[src/rtl/mc_ctrl.sv]
// Multicycle MIPS control FSM: decodes IR, drives datapath selects/enables,
// runs the memory port through a req/ready handshake.
// State encoding (visible on the debug port): FETCH=0 DECODE=1 EXEC=2 WB=3
// MEMADR=4 MEMRD=5 MEMWR=6 BRANCH=7 JUMP=8 TRAP=9.
// aluinst codes: ADD=0 SUB=1 AND=2 OR=3 XOR=4 NOR=5 SLT=6 SLTU=7 SLL=8 SRL=9
// SRA=10 LU=11 BNE=12 BLEZ=13 BGTZ=14 BLTZ=15.
module mc_ctrl #(
  parameter bit TRAP_ON_ILLEGAL = 1'b1
) (
  input  logic        clk,
  input  logic        rst_n,
  input  logic [31:0] instr,
  input  logic        zero,
  input  logic        mem_ready,
  output logic        mem_req,
  output logic        mem_we,
  output logic        iord,
  output logic        ir_we,
  output logic        pc_we,
  output logic [1:0]  pc_src,
  output logic [1:0]  alusrc_a,
  output logic [2:0]  alusrc_b,
  output logic [3:0]  aluinst,
  output logic        reg_we,
  output logic [1:0]  reg_dst,
  output logic [1:0]  wb_src,
  output logic [3:0]  state,
  output logic        err
);

  localparam int unsigned OPW = 6;

  localparam logic [3:0] ALU_ADD  = 4'd0;
  localparam logic [3:0] ALU_SUB  = 4'd1;
  localparam logic [3:0] ALU_AND  = 4'd2;
  localparam logic [3:0] ALU_OR   = 4'd3;
  localparam logic [3:0] ALU_XOR  = 4'd4;
  localparam logic [3:0] ALU_NOR  = 4'd5;
  localparam logic [3:0] ALU_SLT  = 4'd6;
  localparam logic [3:0] ALU_SLTU = 4'd7;
  localparam logic [3:0] ALU_SLL  = 4'd8;
  localparam logic [3:0] ALU_SRL  = 4'd9;
  localparam logic [3:0] ALU_SRA  = 4'd10;
  localparam logic [3:0] ALU_LU   = 4'd11;
  localparam logic [3:0] ALU_BNE  = 4'd12;
  localparam logic [3:0] ALU_BLEZ = 4'd13;
  localparam logic [3:0] ALU_BGTZ = 4'd14;
  localparam logic [3:0] ALU_BLTZ = 4'd15;

  localparam logic [1:0] A_PC    = 2'd0;
  localparam logic [1:0] A_RS    = 2'd1;
  localparam logic [1:0] A_SHAMT = 2'd2;

  localparam logic [2:0] B_RT    = 3'd0;
  localparam logic [2:0] B_FOUR  = 3'd1;
  localparam logic [2:0] B_SEXT  = 3'd2;
  localparam logic [2:0] B_ZEXT  = 3'd3;
  localparam logic [2:0] B_SEXT2 = 3'd4;

  localparam logic [1:0] PC_ALUOUT = 2'd1;
  localparam logic [1:0] PC_JTGT   = 2'd2;
  localparam logic [1:0] PC_RS     = 2'd3;

  localparam logic [1:0] DST_RT  = 2'd0;
  localparam logic [1:0] DST_RD  = 2'd1;
  localparam logic [1:0] DST_R31 = 2'd2;

  localparam logic [1:0] WB_MDR = 2'd1;
  localparam logic [1:0] WB_PC  = 2'd2;

  localparam logic [OPW-1:0] OP_RTYPE  = 6'h00;
  localparam logic [OPW-1:0] OP_REGIMM = 6'h01;
  localparam logic [OPW-1:0] OP_JAL    = 6'h03;
  localparam logic [OPW-1:0] OP_LW     = 6'h23;
  localparam logic [OPW-1:0] OP_SW     = 6'h2B;
  localparam logic [OPW-1:0] FN_JALR   = 6'h09;

  typedef enum logic [3:0] {
    S_FETCH  = 4'd0,
    S_DECODE = 4'd1,
    S_EXEC   = 4'd2,
    S_WB     = 4'd3,
    S_MEMADR = 4'd4,
    S_MEMRD  = 4'd5,
    S_MEMWR  = 4'd6,
    S_BRANCH = 4'd7,
    S_JUMP   = 4'd8,
    S_TRAP   = 4'd9
  } state_e;

  typedef enum logic [2:0] {
    C_ILL, C_EXEC, C_MEM, C_BRANCH, C_JUMP
  } class_e;

  state_e         state_q, state_d;
  class_e         dec_class;
  logic [3:0]     exec_op, br_op;
  logic [1:0]     exec_a;
  logic [2:0]     exec_b;
  logic [OPW-1:0] opcode, funct;
  logic [4:0]     rt;
  logic           unused_instr;

  assign opcode = instr[31:26];
  assign funct  = instr[5:0];
  assign rt     = instr[20:16];
  // register and immediate fields feed the datapath, not the control
  assign unused_instr = ^{instr[25:21], instr[15:6]};

  assign state = state_q;

  // State register
  always_ff @(posedge clk or negedge rst_n) begin
    if (!rst_n) state_q <= S_FETCH;
    else        state_q <= state_d;
  end

  // Instruction decode: class plus EXEC/BRANCH operand selection and ALU op
  always_comb begin
    dec_class = C_ILL;
    exec_op   = ALU_ADD;
    exec_a    = A_RS;
    exec_b    = B_RT;
    br_op     = ALU_SUB;
    case (opcode)
      OP_RTYPE: begin
        dec_class = C_EXEC;
        case (funct)
          6'h20, 6'h21: exec_op = ALU_ADD;
          6'h22, 6'h23: exec_op = ALU_SUB;
          6'h24: exec_op = ALU_AND;
          6'h25: exec_op = ALU_OR;
          6'h26: exec_op = ALU_XOR;
          6'h27: exec_op = ALU_NOR;
          6'h2A: exec_op = ALU_SLT;
          6'h2B: exec_op = ALU_SLTU;
          6'h00: begin exec_op = ALU_SLL; exec_a = A_SHAMT; end
          6'h02: begin exec_op = ALU_SRL; exec_a = A_SHAMT; end
          6'h03: begin exec_op = ALU_SRA; exec_a = A_SHAMT; end
          6'h04: exec_op = ALU_SLL;
          6'h06: exec_op = ALU_SRL;
          6'h07: exec_op = ALU_SRA;
          6'h08, 6'h09: dec_class = C_JUMP;
          default: dec_class = C_ILL;
        endcase
      end
      OP_REGIMM: begin
        br_op = ALU_BLTZ;
        if (rt == 5'd0 || rt == 5'd1) dec_class = C_BRANCH;
      end
      6'h02, 6'h03: dec_class = C_JUMP;
      6'h04: dec_class = C_BRANCH;
      6'h05: begin dec_class = C_BRANCH; br_op = ALU_BNE;  end
      6'h06: begin dec_class = C_BRANCH; br_op = ALU_BLEZ; end
      6'h07: begin dec_class = C_BRANCH; br_op = ALU_BGTZ; end
      6'h08, 6'h09: begin dec_class = C_EXEC; exec_op = ALU_ADD;  exec_b = B_SEXT; end
      6'h0A: begin dec_class = C_EXEC; exec_op = ALU_SLT;  exec_b = B_SEXT; end
      6'h0B: begin dec_class = C_EXEC; exec_op = ALU_SLTU; exec_b = B_SEXT; end
      6'h0C: begin dec_class = C_EXEC; exec_op = ALU_AND;  exec_b = B_ZEXT; end
      6'h0D: begin dec_class = C_EXEC; exec_op = ALU_OR;   exec_b = B_ZEXT; end
      6'h0E: begin dec_class = C_EXEC; exec_op = ALU_XOR;  exec_b = B_ZEXT; end
      6'h0F: begin dec_class = C_EXEC; exec_op = ALU_LU;   exec_b = B_ZEXT; end
      OP_LW, OP_SW: dec_class = C_MEM;
      default: dec_class = C_ILL;
    endcase
  end

  // Next state and datapath controls from the registered state
  always_comb begin
    state_d  = state_q;
    mem_req  = 1'b0;
    mem_we   = 1'b0;
    iord     = 1'b0;
    ir_we    = 1'b0;
    pc_we    = 1'b0;
    pc_src   = 2'd0;
    alusrc_a = A_PC;
    alusrc_b = B_RT;
    aluinst  = ALU_ADD;
    reg_we   = 1'b0;
    reg_dst  = DST_RT;
    wb_src   = 2'd0;
    err      = 1'b0;
    case (state_q)
      S_FETCH: begin
        // gated by rst_n so an in-flight request drops as soon as reset asserts
        if (rst_n) begin
          mem_req  = 1'b1;
          alusrc_b = B_FOUR;
          if (mem_ready) begin
            ir_we   = 1'b1;
            pc_we   = 1'b1;
            state_d = S_DECODE;
          end
        end
      end
      S_DECODE: begin
        alusrc_b = B_SEXT2;
        case (dec_class)
          C_EXEC:   state_d = S_EXEC;
          C_MEM:    state_d = S_MEMADR;
          C_BRANCH: state_d = S_BRANCH;
          C_JUMP:   state_d = S_JUMP;
          default:  state_d = TRAP_ON_ILLEGAL ? S_TRAP : S_FETCH;
        endcase
      end
      S_EXEC: begin
        alusrc_a = exec_a;
        alusrc_b = exec_b;
        aluinst  = exec_op;
        state_d  = S_WB;
      end
      S_WB: begin
        reg_we  = 1'b1;
        reg_dst = (opcode == OP_RTYPE) ? DST_RD : DST_RT;
        state_d = S_FETCH;
      end
      S_MEMADR: begin
        alusrc_a = A_RS;
        alusrc_b = B_SEXT;
        state_d  = (opcode == OP_LW) ? S_MEMRD : S_MEMWR;
      end
      S_MEMRD: begin
        mem_req = 1'b1;
        iord    = 1'b1;
        if (mem_ready) begin
          reg_we  = 1'b1;
          wb_src  = WB_MDR;
          state_d = S_FETCH;
        end
      end
      S_MEMWR: begin
        mem_req = 1'b1;
        mem_we  = 1'b1;
        iord    = 1'b1;
        if (mem_ready) state_d = S_FETCH;
      end
      S_BRANCH: begin
        alusrc_a = A_RS;
        aluinst  = br_op;
        pc_src   = PC_ALUOUT;
        pc_we    = zero;
        state_d  = S_FETCH;
      end
      S_JUMP: begin
        pc_we = 1'b1;
        if (opcode == OP_RTYPE) begin
          pc_src = PC_RS;
          if (funct == FN_JALR) begin
            reg_we  = 1'b1;
            reg_dst = DST_RD;
            wb_src  = WB_PC;
          end
        end else begin
          pc_src = PC_JTGT;
          if (opcode == OP_JAL) begin
            reg_we  = 1'b1;
            reg_dst = DST_R31;
            wb_src  = WB_PC;
          end
        end
        state_d = S_FETCH;
      end
      S_TRAP: err = 1'b1;
      default: state_d = S_FETCH;
    endcase
  end

endmodule

[config.mk]
export PLATFORM = sky130hd
export DESIGN_NAME = mc_ctrl
export DESIGN_NICKNAME = d
export VERILOG_FILES = /design/src/rtl/mc_ctrl.sv
export SDC_FILE = /design/constraint.sdc
export NUM_CORES = 1
export LEC_CHECK = 0
export CAP_MARGIN = 0
export CORE_UTILIZATION = 36
export DETAILED_ROUTE_END_ITERATION = 12
export PLACE_DENSITY_LB_ADDON = 0.12
export SETUP_SLACK_MARGIN = 0.3
export SLEW_MARGIN = 15
export SYNTH_ARGS = -nofsm -noshare
export SYNTH_HDL_FRONTEND = slang
export SYNTH_SLANG_ARGS = --single-unit
export TNS_END_PERCENT = 10
[constraint.sdc]
create_clock -name clk -period 2.5 [get_ports clk]
set_clock_uncertainty 0.2 [all_clocks]
set_input_delay 0.625 -clock clk [delete_from_list [all_inputs] [get_ports clk]]
set_output_delay 0.625 -clock clk [all_outputs]
set_load 0.01 [all_outputs]
==> flow_results.org <==
** Logic synthesis
- The synthesized netlist devotes 1.07% of its cell area to adder and majority cells.
- Warnings from Yosys :: 0
- The synthesized netlist devotes 35.2% of its cell area to compound gates.
- Synthesis handed over a netlist of 150 instances.
- Of the total synthesized cell area, the portion taken by XOR and XNOR cells is 0%.
- Post-synth design cell area :: 932 um^2
- Yosys mapped a number of flops with a built-in enable equal to 0.
- After Yosys synthesis, and, or, nand and nor cells account for 45.5% of the synthesized area.
- After synthesis, the mean cell area works out to 6.21 um^2.
- Synth Net Count :: 186
- After synthesis, the cell types taking the most area are sky130_fd_sc_hd__dfrtp_1, sky130_fd_sc_hd__nand2_1, sky130_fd_sc_hd__nand2b_1, sky130_fd_sc_hd__a21oi_1, sky130_fd_sc_hd__o21ai_0.
- Area share of the largest cell type after synthesis :: 10.7%
- Largest family of logic cells by synthesized area :: simple AND/OR/NAND/NOR gates
- The synthesized design contains 4 register bits.
- Multiplexer cells account for 0% of the synthesized area.
- Async SR Flop Fraction :: 100%
- Unique cell type count in the Yosys netlist :: 43
- sky130_fd_sc_hd__dfrtp_1 takes more of the synthesized area than any other cell.
- Dominant synthesized flop cell :: sky130_fd_sc_hd__dfrtp_1
- Summing the sequential cell areas from Yosys gives 10.7% of the chip area.

** Power and ir drop
- For this design the ratio of total power to cell area is 640 nW/um^2.
- Max IR drop VDD :: 988 uV
- Leakage power of the design :: 1.11 nW

** Floorplanning
- Row Count :: 18
- In this run the horizontal extent of the chip is 52.9 um.
- DIE HEIGHT :: 52.9 um
- Core footprint :: 2450 um^2
- Once the floorplan was initialized, standard cells occupied 38.0% of the core.
- The floorplan step defined a die boundary enclosing 2800 um^2.
- Pin placement for this block handled 62 I/O pins.

** Drt
- In this run the remaining antenna-violating nets after routing total 0.
- The routed layout has 1861 vias.
- Average wire per cell in the routed design :: 21.2 um
- After detailed routing, the number of remaining DRC violations is 0.
- Drt initial violations :: 91
- Using the TritonRoute via totals, the vias-per-cell ratio works out to 6.44.
- After detailed routing, the total wire length is 6130 um.
- Total iterations of the first detailed-routing run :: 5

** Timing
- Final hold slack :: 0.361 ns
- The total count of hold-check failures in the final report came to 0.
- After layout, the worst path uses 109% of the clock period.
- The worst pin sits at a relative slew slack of 74.8%.
- For this run, the top clock speed supported by timing is 366 MHz.
- Pins over their slew limit :: 0
- Setup violations remaining at the end of the flow were counted as 7.
- Final worst-path setup slack :: -0.230 ns
- Setup repair after global routing could not meet its margin everywhere.
- Pin slew with the least headroom to its limit :: 0.376 ns
- Final critical path time including I/O delays and setup :: 2.73 ns

** GRT
- The first global-routing pass estimated 7240 um of wire.
- The via count of the first global-routing pass came to 1665.
- The initial antenna violation count is 0.
- Residual overflow from global routing :: 0
- Largest net degree at the start of global routing :: 13
- Total routing usage reported by global routing :: 34.2%

** Finish
- Once layout is complete, the utilization of the core stands at 92.9%.
- After the last flow step, the layout net total stands at 297.
- 0 antenna diodes ended up in the layout.
- Compared with the post-synthesis result, the final layout area differs by 145%.
- Cells with a size suffix above 1 make up 68.0% of the layout.
- After routing the design area is 2280 um^2.
- Flip-flop count of the largest register, all copies and words added :: 4
- Fill cells in the final layout number 87.

** Run
- The tool flagged a number of max-cap violations equal to 0.

** Worst setup path
- STA puts the critical path data required time at 1.67 ns.
- Of all nets on the critical path, the largest fanout is 3.
- The worst register-to-register path has a setup slack of 0.28 ns.
- The worst setup path is of the in2out kind.
- Signal arrival time at the worst endpoint :: 1.91 ns
- CP startpoint kind :: input port
- CP endpoint kind :: output port

** Clock tree
- Clock-pin slew was measured on the worst setup and hold paths at 0.04 ns.
- The number of hold buffers added after CTS was 0.
- Clock buffer count from CTS :: 3
- Longest Clk Path Bufs :: 2
- Clock insertion delay at the later pin of the skew report :: 0.23 ns
- The tree is rooted in a sky130_fd_sc_hd__clkbuf_4.
- TritonCTS built the clock tree.
- Clock sinks :: 4
- Depth of the CTS H-tree :: 1

** Placed design
- Input and output buffers added on the ports amount to 45.
- The HPWL after detailed placement is 3170 um.
- Placer congestion estimate :: 0.940
- In this run the cell area measured after placement is 1870 um^2.

** Status
- Status :: finished with violations
- The checks that failed: negative setup slack.

** Worst hold path
- Worst Hold Class :: in2async
-- area by class of cell --
type	count	area (um^2)	share of cell area (%)
multi-input cells	130	1170	51.5
repair buffers	116	916	40.2
flip-flops and latches	4	108	4.72
well taps	30	37.5	1.65
clock buffers	3	22.5	0.987
inverters	6	22.5	0.987
-- routing by layer --
layer,wire length (um),GRT usage [%],up-vias
met3,591,4.60,35
met4,263,13.2,0
met1,2280,41.5,894
li1,-,-,782
met5,0,0,-
met2,3000,60.1,150
-- per-stage QoR --
step / std cells / power (mW) / TNS [ns] / setup WS [ns]
finish: 289 / 1.46 / -0.475 / -0.230
global route: 289 / 1.51 / -0.770 / -0.223
CTS: 282 / 1.20 / -0.205 / -0.0541
detailed placement: 270 / 1.06 / -13.48 / -0.914
global placement: 270 / 1.04 / -12.73 / -0.841
floorplan: 150 / 0.559 / 0 / 0.197
-- critical path, stage by stage --
cell and delay [ns]:
sky130_fd_sc_hd__buf_2 0.13, sky130_fd_sc_hd__or2_2 0.35, sky130_fd_sc_hd__buf_4 0.15, sky130_fd_sc_hd__nor3_1 0.33, sky130_fd_sc_hd__o22ai_2 0.14, sky130_fd_sc_hd__buf_2 0.17
-- what timing repair did --
action | CTS | global route
endpoints found under the setup margin | 30 | 28
gates resized for setup | 169 | 64
pin swaps | 27 | 16
setup buffers | 9 | 7
-- worst paths after layout --
kind,startpoint,endpoint,cells past startpoint
max,instr[31],aluinst[0],6
min,rst_n,state[1]$_DFFE_PN0P_,3
max reg2reg,state[1]$_DFFE_PN0P_,state[0]$_DFFE_PN0P_,6
min reg2reg,state[3]$_DFFE_PN0P_,state[1]$_DFFE_PN0P_,2
max in group asynchronous,rst_n,state[0]$_DFFE_PN0P_,3
min in group clk,state[3]$_DFFE_PN0P_,state[1]$_DFFE_PN0P_,2
-- layout by cell type (no fill, tap or decap), drive strengths merged, types with 3 or more instances in the layout --
| cell type | instances |
|---|---|
| nand3 | 6 |
| clkbuf | 6 |
| nor2 | 14 |
| clkdlybuf4s15 | 3 |
| nor3 | 10 |
| a21o | 3 |
| o21ai | 11 |
| inv | 6 |
| buf | 99 |
| a2111oi | 3 |
| a211oi | 3 |
| nand2 | 21 |
| nor2b | 4 |
| o22ai | 3 |
| a31oi | 4 |
| dfrtp | 4 |
| dlymetal6s2s | 7 |
| nand2b | 10 |
| nor4 | 3 |
| or2 | 3 |
| a21oi | 11 |
-- power by group --
part           switching, mW  internal [mW]  leakage [nW]
clock                 0.0280         0.0538        0.0138
sequential            0.0979         0.0994        0.0472
combinational          0.599          0.581          1.05
-- Yosys cell counts (2+ instances only) --
cell	instances
sky130_fd_sc_hd__o22ai_1	3
sky130_fd_sc_hd__inv_1	6
sky130_fd_sc_hd__a32oi_1	2
sky130_fd_sc_hd__a21oi_1	11
sky130_fd_sc_hd__nor2b_1	4
sky130_fd_sc_hd__or2_2	3
sky130_fd_sc_hd__o21ai_0	11
sky130_fd_sc_hd__nor4_1	3
sky130_fd_sc_hd__a21o_1	3
sky130_fd_sc_hd__nor3_1	10
sky130_fd_sc_hd__nand3_1	5
sky130_fd_sc_hd__nor2_1	13
sky130_fd_sc_hd__buf_4	2
sky130_fd_sc_hd__or3_1	2
sky130_fd_sc_hd__dfrtp_1	4
sky130_fd_sc_hd__a31oi_1	4
sky130_fd_sc_hd__nand2b_1	10
sky130_fd_sc_hd__a2111oi_0	2
sky130_fd_sc_hd__buf_2	2
sky130_fd_sc_hd__a211oi_1	3
sky130_fd_sc_hd__clkbuf_1	5
sky130_fd_sc_hd__nand2_1	21
-- cell families after synthesis --
group / after synthesis
AO/OA/AOI/OAI: 49
adder cells (fa/ha/maj): 1
buffers and inverters: 16
AND/OR/NAND/NOR: 80
flip-flops: 4
Note: power is estimated with default switching activity, not from simulation.
